===== config.mk =====
export PLATFORM = sky130hd
export DESIGN_NAME = fetch_queue
export DESIGN_NICKNAME = d
export VERILOG_FILES = /design/src/rtl/fetch_queue.sv
export SDC_FILE = /design/constraint.sdc
export NUM_CORES = 1
export LEC_CHECK = 0
export BUFFER_PORTS_ARGS = -buffer_cell sky130_fd_sc_hd__clkbuf_2
export CAP_MARGIN = 20
export CORE_MARGIN = 10
export CORE_UTILIZATION = 55
export CTS_BUF_LIST = sky130_fd_sc_hd__clkbuf_2
export DETAILED_ROUTE_END_ITERATION = 8
export PLACE_DENSITY = 0.76
export SLEW_MARGIN = 40
export SYNTH_ARGS = -nofsm -noshare
export SYNTH_HDL_FRONTEND = slang
export SYNTH_SLANG_ARGS = --single-unit
export TNS_END_PERCENT = 100

===== constraint.sdc =====
create_clock -name clock -period 6.1 [get_ports clock]
set_input_delay 0.61 -clock clock [delete_from_list [all_inputs] [get_ports clock]]
set_output_delay 0.61 -clock clock [all_outputs]
set_load 0.005 [all_outputs]

===== src/rtl/fetch_queue.sv =====
// fetch_queue: buffers up to DEPTH fetched instruction words between the
// instruction memory port and decode stage 1, issuing one registered word
// per cycle. Supports stall (block_fetch), branch flush, and a sticky halt.
module fetch_queue #(
  parameter int WIDTH        = 32,
  parameter int DEPTH        = 4,
  parameter int OPCODE_WIDTH = 5,
  parameter logic [OPCODE_WIDTH-1:0] NOP_OPCODE  = OPCODE_WIDTH'(1),
  parameter logic [OPCODE_WIDTH-1:0] HALT_OPCODE = OPCODE_WIDTH'(31)
) (
  input  logic                         clock,
  input  logic                         reset,
  input  logic                         flush,
  input  logic                         block_fetch,
  input  logic [WIDTH-1:0]             mem_data,
  input  logic                         mem_valid,
  output logic                         mem_ready,
  output logic [WIDTH-1:0]             outbound_instruction,
  output logic                         outbound_valid,
  output logic                         halted,
  output logic [$clog2(DEPTH+1)-1:0]   count
);

  localparam int PW = $clog2(DEPTH);
  localparam int CW = $clog2(DEPTH+1);
  localparam logic [WIDTH-1:0] NOP_WORD = {NOP_OPCODE, {(WIDTH-OPCODE_WIDTH){1'b0}}};

  function automatic logic is_halt(input logic [WIDTH-1:0] word);
    return word[WIDTH-1 -: OPCODE_WIDTH] == HALT_OPCODE;
  endfunction

  logic [WIDTH-1:0] mem_q [DEPTH];
  logic [PW-1:0]    wr_ptr_q, wr_ptr_d;
  logic [PW-1:0]    rd_ptr_q, rd_ptr_d;
  logic [CW-1:0]    count_q, count_d;
  logic [WIDTH-1:0] out_q, out_d;
  logic             vld_q, vld_d;
  logic             halted_q, halted_d;
  logic             wr_en;
  logic             full, empty, push;

  assign full      = (count_q == CW'(DEPTH));
  assign empty     = (count_q == '0);
  // Ready depends only on occupancy, halt and flush, never on block_fetch,
  // so a stalled stage 1 still lets the queue absorb in-flight words.
  assign mem_ready = !full && !halted_q && !flush;
  assign push      = mem_valid && mem_ready;

  assign outbound_instruction = out_q;
  assign outbound_valid       = vld_q;
  assign halted               = halted_q;
  assign count                = count_q;

  // Next-state: flush > halted > stall > pop > bypass > idle.
  always_comb begin
    wr_ptr_d = wr_ptr_q;
    rd_ptr_d = rd_ptr_q;
    count_d  = count_q;
    out_d    = NOP_WORD;
    vld_d    = 1'b0;
    halted_d = halted_q;
    wr_en    = 1'b0;
    if (flush) begin
      wr_ptr_d = '0;
      rd_ptr_d = '0;
      count_d  = '0;
    end else if (halted_q) begin
      // Frozen until reset; remaining queued words are never issued.
    end else if (block_fetch) begin
      if (push) begin
        wr_en    = 1'b1;
        wr_ptr_d = wr_ptr_q + PW'(1);
        count_d  = count_q + CW'(1);
      end
    end else if (!empty) begin
      out_d    = mem_q[rd_ptr_q];
      vld_d    = 1'b1;
      halted_d = is_halt(mem_q[rd_ptr_q]);
      rd_ptr_d = rd_ptr_q + PW'(1);
      if (push) begin
        wr_en    = 1'b1;
        wr_ptr_d = wr_ptr_q + PW'(1);
      end else begin
        count_d  = count_q - CW'(1);
      end
    end else if (push) begin
      // Empty queue: hand the incoming word straight to stage 1.
      out_d    = mem_data;
      vld_d    = 1'b1;
      halted_d = is_halt(mem_data);
    end
  end

  // Control and output registers with synchronous reset.
  always_ff @(posedge clock) begin
    if (reset) begin
      wr_ptr_q <= '0;
      rd_ptr_q <= '0;
      count_q  <= '0;
      out_q    <= NOP_WORD;
      vld_q    <= 1'b0;
      halted_q <= 1'b0;
    end else begin
      wr_ptr_q <= wr_ptr_d;
      rd_ptr_q <= rd_ptr_d;
      count_q  <= count_d;
      out_q    <= out_d;
      vld_q    <= vld_d;
      halted_q <= halted_d;
    end
  end

  // Queue storage; contents are only meaningful between the pointers, so no reset.
  always_ff @(posedge clock) begin
    if (wr_en && !reset) begin
      mem_q[wr_ptr_q] <= mem_data;
    end
  end

endmodule


==> results.yml, run 1 <==
power:
  p_leak_nw: 2.494
  ir_drop_mv: 0.1046
  power_density_nw_per_um2: 263.4
finish:
  layoutNonFillerInstCount: 619
  num-nets-final: 504
  drive_gt1_share_pct: 32.00
  syn_to_final_growth_pct: 11.78
critical_path:
  path_max_fanout: 8
  regToRegStartpoint: "count[0]$_SDFFE_PP0P_"
  r2r-end: "mem_q[2][29]$_DFFE_PP_"
  start_kind: "flop"
  reg2reg_depth: 5
  critPathCaptureType: "output port"
  critical_path_arrival_ns: 1.86
  reg2reg_setup_slack_ns: 3.74
  required_ns: 5.49
  cp-endpoint: "mem_ready"
  path_class: "reg2out"
  critPathLaunch: "count[2]$_SDFFE_PP0P_"
cts:
  htree_levels: 4
  postCtsSetupBuffers: 0
  clockRootBuffer: "clkbuf_2"
  path_clk_slew_ns: 0.25
  cts_sinks: 171
  cts_buffers: 17
  cts_tree: "built"
  clk_path_buf_depth: 2
  clk_latency_ns: 0.73
grt:
  grt_use_total_pct: 14.81
  antenna_found_initial: 1
  grt.overflow.total: 0
  grt_pass1_wl_um: 18640
  grt_start_max_net_pins: 37
  first_global_vias: 3583
detailed_routing:
  wl_per_cell_um: 18.99
  vias: 3393
  drc: 0
  dr.pass1.iters: 4
  routed_wl_um: 11760
  vias_per_cell: 5.481
  antenna_left: 0
  drt_iter0_markers: 350
logic_synthesis:
  synth.distinct_cells: 37
  ys_seq_area_share_pct: 73.83
  yosysTopAreaCellShare_pct: 60.32
  synthMostInstantiatedCell: "edfxtp_1"
  ys_ff_latch: 171
  synth_edf_count: 128
  syn-num-nets: 423
  synthTopCellsByCount: "128 x edfxtp_1, 68 x nand2_1, 43 x dfxtp_1, 32 x a21oi_1, 32 x mux4_2"
  yosysWarnings: 0
  syn_area_per_cell_sq_um: 16.73
  ys_top_cells_by_area: "edfxtp_1 60%, dfxtp_1 14%, mux4_2 11%"
  ys.flop_type: "edfxtp_1"
  synth-async-reset-ratio_pct: 0
  synth_top_area_cell: "edfxtp_1"
  syn_area_sq_um: 6372
  syn_inst: 381
job:
  maxCapViolations: 0
placed_design:
  placed_cells: 584
  io_buffer_count: 74
  gp_congestion: 0.8372
  place_hpwl_um: 7213
worst_hold_path:
  hp-class: "in2reg"
timing:
  slew_viol_final: 0
  setup_viol: 0
  report.final.hold_viol_count: 0
  clock_skew_ns: 0.03866
  period_share_pct: 40.43
  rsz0062_at_grt: "no"
  fin_crit_ns: 2.466
  slew_headroom_pct: 62.61
  worst_slew_pin_slew_ns: 0.5609
  setup_tns_ns: 0
  max_freq_ghz: 0.4055
die:
  chipWidth_um: 127.6
  die_area_sq_um: 16290
  die_h_um: 127.6
  start_util_pct: 56.05
  std_cell_rows: 39
  io_pins: 75
  fp.coreArea_sq_um: 11370
status:
  status: "complete, no violations"
[layout make-up]
class,count,area [sq um]
Antenna cell,1,2.502
Clock buffer,17,85.08
Clock inverter,15,126.4
Fill cell,843,4247
Inverter,5,18.77
Multi-Input combinational cell,187,1562
Sequential cell,171,4710
Tap cell,143,178.9
Timing Repair Buffer,80,440.4
[metrics by stage]
stage               hold slack [ns]  power, mW  util (%)  instance area [sq um]  setup WS [ns]
floorplan                    0.4847      1.329         -                   6372          3.642
global placement             0.5086      1.366     60.29                   6855          3.457
detailed placement           0.5249      1.370     60.55                   6884          3.397
CTS                         0.02874      1.889     62.41                   7096          3.568
global route              0.0008488      1.948     62.65                   7123          3.470
finish                      0.09023      1.876     62.65                   7123          3.634
[worst max-delay path: stages, from the launching register on]
cell and delay [ns]:
dfxtp_1 0.54, nor3b_2 0.38, nor3_1 0.08, clkbuf_2 0.12
[placed cells by master (no fill, tap or decap), types with 2 or more instances in the layout]
| cell | instances |
|---|---|
| and2_4 | 3 |
| nand3_1 | 6 |
| clkinvlp_4 | 2 |
| inv_6 | 2 |
| nand4_1 | 4 |
| ha_1 | 4 |
| edfxtp_1 | 128 |
| dlygate4sd3_1 | 2 |
| inv_2 | 2 |
| buf_4 | 3 |
| or3b_1 | 2 |
| mux2i_1 | 4 |
| nor3_1 | 2 |
| mux4_2 | 32 |
| clkbuf_2 | 91 |
| clkinv_1 | 4 |
| nand2_1 | 68 |
| or3_1 | 3 |
| clkinv_4 | 5 |
| xor2_1 | 2 |
| nor2_1 | 8 |
| inv_1 | 3 |
| dfxtp_1 | 41 |
| a21oi_1 | 32 |
[registers in the layout, indices dropped and copies added (netlist names), named ones only]
register	cells
outbound_instruction	32
halted	1
count	3
mem_q	128
wr_ptr_q	2
rd_ptr_q	2
outbound_valid	1
[worst min path at each step]
stage	start	slack [ns]	cells after the start	endpoint
6_report	mem_data[7]	0.09	1	mem_q[0][7]$_DFFE_PP_
5_1_grt	mem_data[17]	0.0008	1	mem_q[0][17]$_DFFE_PP_
4_1_cts	mem_data[19]	0.03	1	mem_q[0][19]$_DFFE_PP_
3_5_place_dp	rd_ptr_q[1]$_SDFFE_PP0P_	0.52	2	flop
3_3_place_gp	rd_ptr_q[1]$_SDFFE_PP0P_	0.51	2	flop
2_1_floorplan	rd_ptr_q[1]$_SDFFE_PP0P_	0.48	2	flop
[cell families (layout without fill, tap and decap cells)]
| family | Yosys count | count (layout) | synth area share [%] |
|---|---|---|---|
| xor+xnor | 3 | 3 | 0.4124 |
| flops | 171 | 171 | 73.83 |
| buf+inv | 23 | 117 | 1.904 |
| other cells | 0 | 1 | 0 |
| simple gates | 105 | 105 | 7.599 |
| fa+ha+maj | 5 | 5 | 1.100 |
| mux | 36 | 36 | 11.94 |
| compound gates | 38 | 38 | 3.220 |
[report_power, final]
| part | total, mW | internal (mW) | leakage, nW | switching [mW] |
|---|---|---|---|---|
| logic | 0.0833 | 0.0310 | 0.867 | 0.0523 |
| registers | 1.26 | 1.26 | 1.50 | 0.00384 |
| clock network | 0.531 | 0.146 | 0.125 | 0.385 |
[per-layer routing]
| metal | GRT usage, % | up-vias | part of all wire, % |
|---|---|---|---|
| met5 | 0 | - | 0 |
| met4 | 5.166 | 0 | 1.2 |
| met3 | 5.087 | 9 | 6.2 |
| met2 | 24.27 | 106 | 51 |
| met1 | 17.94 | 1669 | 41 |
| li1 | - | 1609 | - |
[timing repair]
item | in CTS | in global routing
hold buffers | 0 | 2
resized for setup | 0 | 0
hold endpoints to repair | 0 | 7
No activity file was read; power rests on OpenSTA's default activity.
==> inputs of run 2 (changes only) <==
--- a/config.mk
+++ b/config.mk
@@ -5,13 +5,14 @@
 export SDC_FILE = /design/constraint.sdc
 export NUM_CORES = 1
 export LEC_CHECK = 0
+export ABC_AREA = 1
 export BUFFER_PORTS_ARGS = -buffer_cell sky130_fd_sc_hd__clkbuf_2
 export CAP_MARGIN = 20
 export CORE_MARGIN = 10
-export CORE_UTILIZATION = 55
+export CORE_UTILIZATION = 54
 export CTS_BUF_LIST = sky130_fd_sc_hd__clkbuf_2
 export DETAILED_ROUTE_END_ITERATION = 8
-export PLACE_DENSITY = 0.76
+export PLACE_DENSITY = 0.78
 export SLEW_MARGIN = 40
 export SYNTH_ARGS = -nofsm -noshare
 export SYNTH_HDL_FRONTEND = slang
==> constraint.sdc (replaced) <==
create_clock -name clock -period 2.25 [get_ports clock]
set_input_delay 0.225 -clock clock [delete_from_list [all_inputs] [get_ports clock]]
set_output_delay 0.225 -clock clock [all_outputs]
set_load 0.005 [all_outputs]
==> run 2 against run 1 <==
- wire length rose by 16%
- clock-buffer cell count rose by 4
- utilization rose by 3.6 points
- sequential share of layout area fell by 4.6 points
- sequential power rose to 2.7 times the previous value
- synthesized cell count rose by 37%
- first-iteration DRC count rose by 36%
- critical endpoint is now outbound_instruction[13]$_SDFF_PP0_
==> results.yml, run 2 <==
cts:
  htree_levels: 4
  clockRootBuffer: "clkbuf_2"
  path_clk_slew_ns: 0.20
  clk_path_buf_depth: 2
  clk_latency_ns: 0.70
  cts_tree: "built"
  cts_buffers: 17
  cts_sinks: 171
timing:
  setup_viol: 0
  hold-worst-slack_ns: 0.2608
  period_share_pct: 94.61
  setup_ws_ns: 0.1213
  max_freq_ghz: 0.4698
  worst_slew_pin_slew_ns: 0.6428
  clock_skew_ns: 0.03084
  slew_viol_final: 0
  slew_headroom_pct: 57.09
  rsz0062_at_grt: "no"
  fin_crit_ns: 2.129
  setup_tns_ns: 0
  report.final.hold_viol_count: 0
power:
  power_density_nw_per_um2: 685.3
  p_leak_nw: 2.838
  ir_drop_mv: 0.4174
  finalPower_mw: 5.249
die:
  fp.coreArea_sq_um: 11560
  die_h_um: 129.3
  std_cell_rows: 39
  start_util_pct: 55.76
  io_pins: 75
  chipWidth_um: 129.3
  die_area_sq_um: 16710
finish:
  syn_to_final_growth_pct: 18.78
  drive_gt1_share_pct: 20.92
  num-nets-final: 684
  largest_register: "mem_q"
  largest_register_ffs: 128
  postLayoutCellArea_sq_um: 7660
  layoutNonFillerInstCount: 798
  nFillCells: 810
  layout_common_cells: "128 x edfxtp_1, 96 x nor2_1, 95 x clkbuf_2"
  final_common_cell: "edfxtp_1"
  seq_area_sq_um: 4715
  utilization_pct: 66.23
  multi_input_area_sq_um: 1521
  num_antenna_cells: 0
logic_synthesis:
  yosysTopAreaCellShare_pct: 59.60
  ys_top_cells_by_area: "edfxtp_1 60%, dfxtp_1 13%, o21ai_0 6.1%"
  synth_top_area_cell: "edfxtp_1"
  synthTopCellsByCount: "128 x edfxtp_1, 100 x nor2_1, 78 x o21ai_0, 43 x dfxtp_1, 42 x nand2_1"
  syn-num-nets: 563
  synthMostInstantiatedCell: "edfxtp_1"
  syn_inst: 521
  synth.distinct_cells: 28
  synth_edf_count: 128
  syn_area_per_cell_sq_um: 12.38
  synth-async-reset-ratio_pct: 0
  ys.flop_type: "edfxtp_1"
  ys_ff_latch: 171
  syn_area_sq_um: 6449
  yosysWarnings: 0
  ys_seq_area_share_pct: 72.95
detailed_routing:
  routed_wl_um: 13690
  drc: 0
  antenna_left: 0
  dr.pass1.iters: 5
  vias_per_cell: 5.497
  vias: 4387
  wl_per_cell_um: 17.15
  drt_iter0_markers: 476
critical_path:
  path_max_fanout: 4
  crit_path_max_incr_delay_ns: 0.57
  cp_slowest_cell: "dlygate4sd3_1"
  worst-path-buf-inv: 2
  regToRegStartpoint: "count[1]$_SDFFE_PP0P_"
  path_class: "reg2reg"
  worstPathCellList: "nor2_1 -> nand2_1 -> nand2_1 -> nor2_1 -> nand3_1 -> dlygate4sd3_1 -> a21oi_1 -> dlygate4sd3_1"
  crit_family: "buffers and inverters"
  critical_path_arrival_ns: 2.77
  start_kind: "flop"
  critPathCaptureType: "flop"
  critPathLaunch: "count[1]$_SDFFE_PP0P_"
  required_ns: 2.89
worst_hold_path:
  hp-class: "in2reg"
  hp-start: "reset"
placed_design:
  place_hpwl_um: 8525
  placed_cells: 723
  place_area_sq_um: 7017
  gp_congestion: 0.8211
  io_buffer_count: 74
  post-place-ws_ns: 0.2068
grt:
  antenna_found_initial: 0
  grt_pass1_wl_um: 22360
  first_global_vias: 4395
  grt_start_max_net_pins: 65
  grt_use_total_pct: 16.96
  grt.overflow.total: 0
job:
  maxCapViolations: 0
status:
  status: "complete, no violations"
[run 2: changes by cell type after synthesis, moves of 22 or more]
cell | before | now
nor2_1 | 8 | 100
mux4_2 | 32 | 0
o21ai_0 | 1 | 78
a21oi_1 | 32 | 10
nand2_1 | 68 | 42
o221ai_1 | 0 | 26
[run 2: final timing paths]
path	endpoint	slack, ns	cells after the start
worst min-delay path	halted$_SDFFE_PP0N_	0.26	3
worst max-delay path	outbound_instruction[13]$_SDFF_PP0_	0.12	8
worst min register to register	flop	0.46	1
worst max register to register	outbound_instruction[13]$_SDFF_PP0_	0.12	8
[run 2: layer usage]
layer  global-route usage, %  vias up  wire, um
met5                       0        -         0
met2                   27.26      185      6689
met1                   21.44     2080      5792
met4                   5.485        0       177
met3                   5.424       18      1030
li1                        -     2104         -
[run 2: final cells by class]
cell class                      count  area share, %
Inverter                           26          1.274
Clock buffer                       21          1.372
Sequential cell                   171          61.55
Clock inverter                     11          1.339
Timing Repair Buffer              131          12.27
Tap cell                          143          2.336
Multi-Input combinational cell    295          19.86
[run 2: cells by family after synthesis]
logic type | count (synthesis) | synth area share (%)
flip-flops | 171 | 72.95
adder cells (fa/ha/maj) | 5 | 1.087
XOR/XNOR | 3 | 0.4075
AND/OR/NAND/NOR | 160 | 9.876
AO/OA/AOI/OAI | 127 | 11.76
buffers and inverters | 55 | 3.919
[run 2: worst min-delay path: stages]
cell and delay, ns:
dlygate4sd3_1 0.52, clkbuf_2 0.14, a21oi_1 0.05
[run 2: power breakdown]
group / leakage, nW / switching, mW / total [mW] / internal, mW
clock: 0.138 / 0.937 / 1.44 / 0.504
combinational: 1.20 / 0.226 / 0.378 / 0.152
sequential: 1.50 / 0.0122 / 3.43 / 3.42
total: 2.84 / 1.18 / 5.25 / 4.07
[run 2: timing repair]
| action | 4_1_cts | 5_1_grt |
|---|---|---|
| hold endpoints to repair | 171 | 0 |
| hold buffers | 40 | 0 |
| resized for setup | 0 | 6 |
| endpoints found under the setup margin | 0 | 4 |
| buffers inserted | 0 | 3 |
==> inputs of run 3 (changes only) <==
--- a/config.mk
+++ b/config.mk
@@ -11,8 +11,10 @@
 export CORE_MARGIN = 10
 export CORE_UTILIZATION = 54
 export CTS_BUF_LIST = sky130_fd_sc_hd__clkbuf_2
+export CTS_CLUSTER_SIZE = 16
 export DETAILED_ROUTE_END_ITERATION = 8
-export PLACE_DENSITY = 0.78
+export GPL_TIMING_DRIVEN = 0
+export PLACE_DENSITY_LB_ADDON = 0.2
 export SLEW_MARGIN = 40
 export SYNTH_ARGS = -nofsm -noshare
 export SYNTH_HDL_FRONTEND = slang
==> run 3 against run 2 <==
- register-to-register slack is essentially flat
- non-clock buffer count is 19 higher
- via count increased by 4.1%
- die area unchanged
- clock power up 28%
- total power rose by 8.0%
- worst setup slack got worse by 0.011 ns
- flip-flop and latch count did not move
- cell count grew 2.4%
- critical endpoint unchanged
- largest cell class unchanged
- highest routed layer unchanged
==> results.yml, run 3 (same netlist as run 2, synthesis figures left out) <==
detailed_routing:
  drc: 0
  antenna_left: 0
  routed_wl_um: 15170
  dr.pass1.iters: 5
  wl_per_cell_um: 18.57
  drt_iter0_markers: 512
  vias: 4568
  vias_per_cell: 5.591
cts:
  path_clk_slew_ns: 0.23
  clk_latency_ns: 0.72
  cts_sinks: 171
  htree_levels: 4
  cts_tree: "built"
  cts_buffers: 17
  clockRootBuffer: "clkbuf_2"
  clk_path_buf_depth: 2
die:
  chipWidth_um: 129.3
  std_cell_rows: 39
  io_pins: 75
  start_util_pct: 55.76
  die_h_um: 129.3
  fp.coreArea_sq_um: 11560
  die_area_sq_um: 16710
grt:
  gr-usage-met1_pct: 21.93
  grt_start_max_net_pins: 19
  grt.overflow.total: 0
  first_global_vias: 4640
  grt_util_met3_pct: 4.323
  grt_pass1_wl_um: 23480
  grt_use_total_pct: 18.26
  grt_busiest_layer: "met2"
  antenna_found_initial: 0
  met2_usage_pct: 31.22
timing:
  setup_tns_ns: 0
  slew_viol_final: 0
  rsz0062_at_grt: "no"
  max_freq_ghz: 0.4675
  setup_viol: 0
  hold-worst-slack_ns: 0.06484
  worst_slew_pin_slew_ns: 0.5378
  report.final.hold_viol_count: 0
  fin_crit_ns: 2.139
  clock_skew_ns: 0.02758
  slew_headroom_pct: 64.15
  period_share_pct: 95.08
finish:
  layoutNonFillerInstCount: 817
  num-nets-final: 703
  drive_gt1_share_pct: 22.11
  largest_register: "mem_q"
  final_common_cell: "edfxtp_1"
  postLayoutCellArea_sq_um: 7899
  layout_common_cells: "128 x edfxtp_1, 95 x nor2_1, 93 x clkbuf_2"
  largest_register_ffs: 128
  syn_to_final_growth_pct: 22.49
  num_antenna_cells: 0
critical_path:
  path_max_fanout: 5
  required_ns: 2.93
  start_kind: "flop"
  critPathCaptureType: "flop"
  path_class: "reg2reg"
  critical_path_arrival_ns: 2.82
placed_design:
  io_buffer_count: 73
  placed_cells: 743
  place_area_sq_um: 7151
  gp_congestion: 0.8536
  place_hpwl_um: 9631
worst_hold_path:
  hp-class: "in2reg"
status:
  status: "complete, no violations"
power:
  power_density_nw_per_um2: 717.6
  p_leak_nw: 2.920
  ir_drop_mv: 0.6137
job:
  maxCapViolations: 0
-- run 3: changes by cell type in the layout (fill, tap and decap cells not counted), sizes merged --
cell         before  now
buf              17   23
bufinv            2    5
clkbuf           95  107
clkinv            8    5
clkinvlp          1    4
dlygate4sd3      40   38
-- run 3: metrics by stage --
| step | setup slack [ns] | utilization (%) | power, mW |
|---|---|---|---|
| 6_report | 0.1108 | 68.30 | 5.668 |
| 2_1_floorplan | -0.1923 | - | 3.680 |
| 5_1_grt | 0.02494 | 68.30 | 5.846 |
| 3_3_place_gp | -1.027 | 60.55 | 3.819 |
| 4_1_cts | 0.03188 | 68.03 | 5.682 |
| 3_5_place_dp | -0.3483 | 61.83 | 3.837 |
-- run 3: critical path, cell delays in order, from the launching register on --
cell and delay [ns]:
dfxtp_2 0.41, inv_1 0.10, nand2_1 0.06, nor2_1 0.16, nand3_1 0.09, dlygate4sd3_1 0.57, a21oi_1 0.14, dlygate4sd3_1 0.57
-- run 3: power breakdown --
group	leakage (nW)	internal [mW]	switching (mW)
clock network	0.159	0.827	1.01
logic	1.26	0.157	0.240
registers	1.50	3.42	0.0106
-- run 3: final cells by class --
cell class                 count  area (sq um)
tap                          143         178.9
timing repair buffer         121         928.4
clock buffer                  18         90.09
clock inverter                14         201.4
sequential                   171          4713
multi-input combinational    295          1526
buffer                        29         160.2
fill                         801          3666
inverter                      26         100.1
-- run 3: worst paths after layout --
check	startpoint	to	slack [ns]	depth (start not counted)
worst max-delay path	halted$_SDFFE_PP0N_	outbound_instruction[13]$_SDFF_PP0_	0.11	7
worst min-delay path	block_fetch	outbound_instruction[31]$_SDFF_PP0_	0.06	3
worst max register to register	halted$_SDFFE_PP0N_	outbound_instruction[13]$_SDFF_PP0_	0.11	7
worst min register to register	rd_ptr_q[1]$_SDFFE_PP0P_	flop	0.47	2
-- run 3: timing repair --
action | CTS | global route
pin swaps | 2 | 0
hold endpoints to repair | 171 | 0
hold buffers | 38 | 0
buffers inserted | 2 | 2
resized for setup | 2 | 12
setup endpoints to repair | 103 | 21
-- run 3: layer usage --
| metal | vias to the layer above | share of wire, % |
|---|---|---|
| li1 | 2144 | - |
| met1 | 2234 | 41 |
| met2 | 171 | 52 |
| met3 | 19 | 5.9 |
| met4 | 0 | 1.2 |
| met5 | - | 0 |
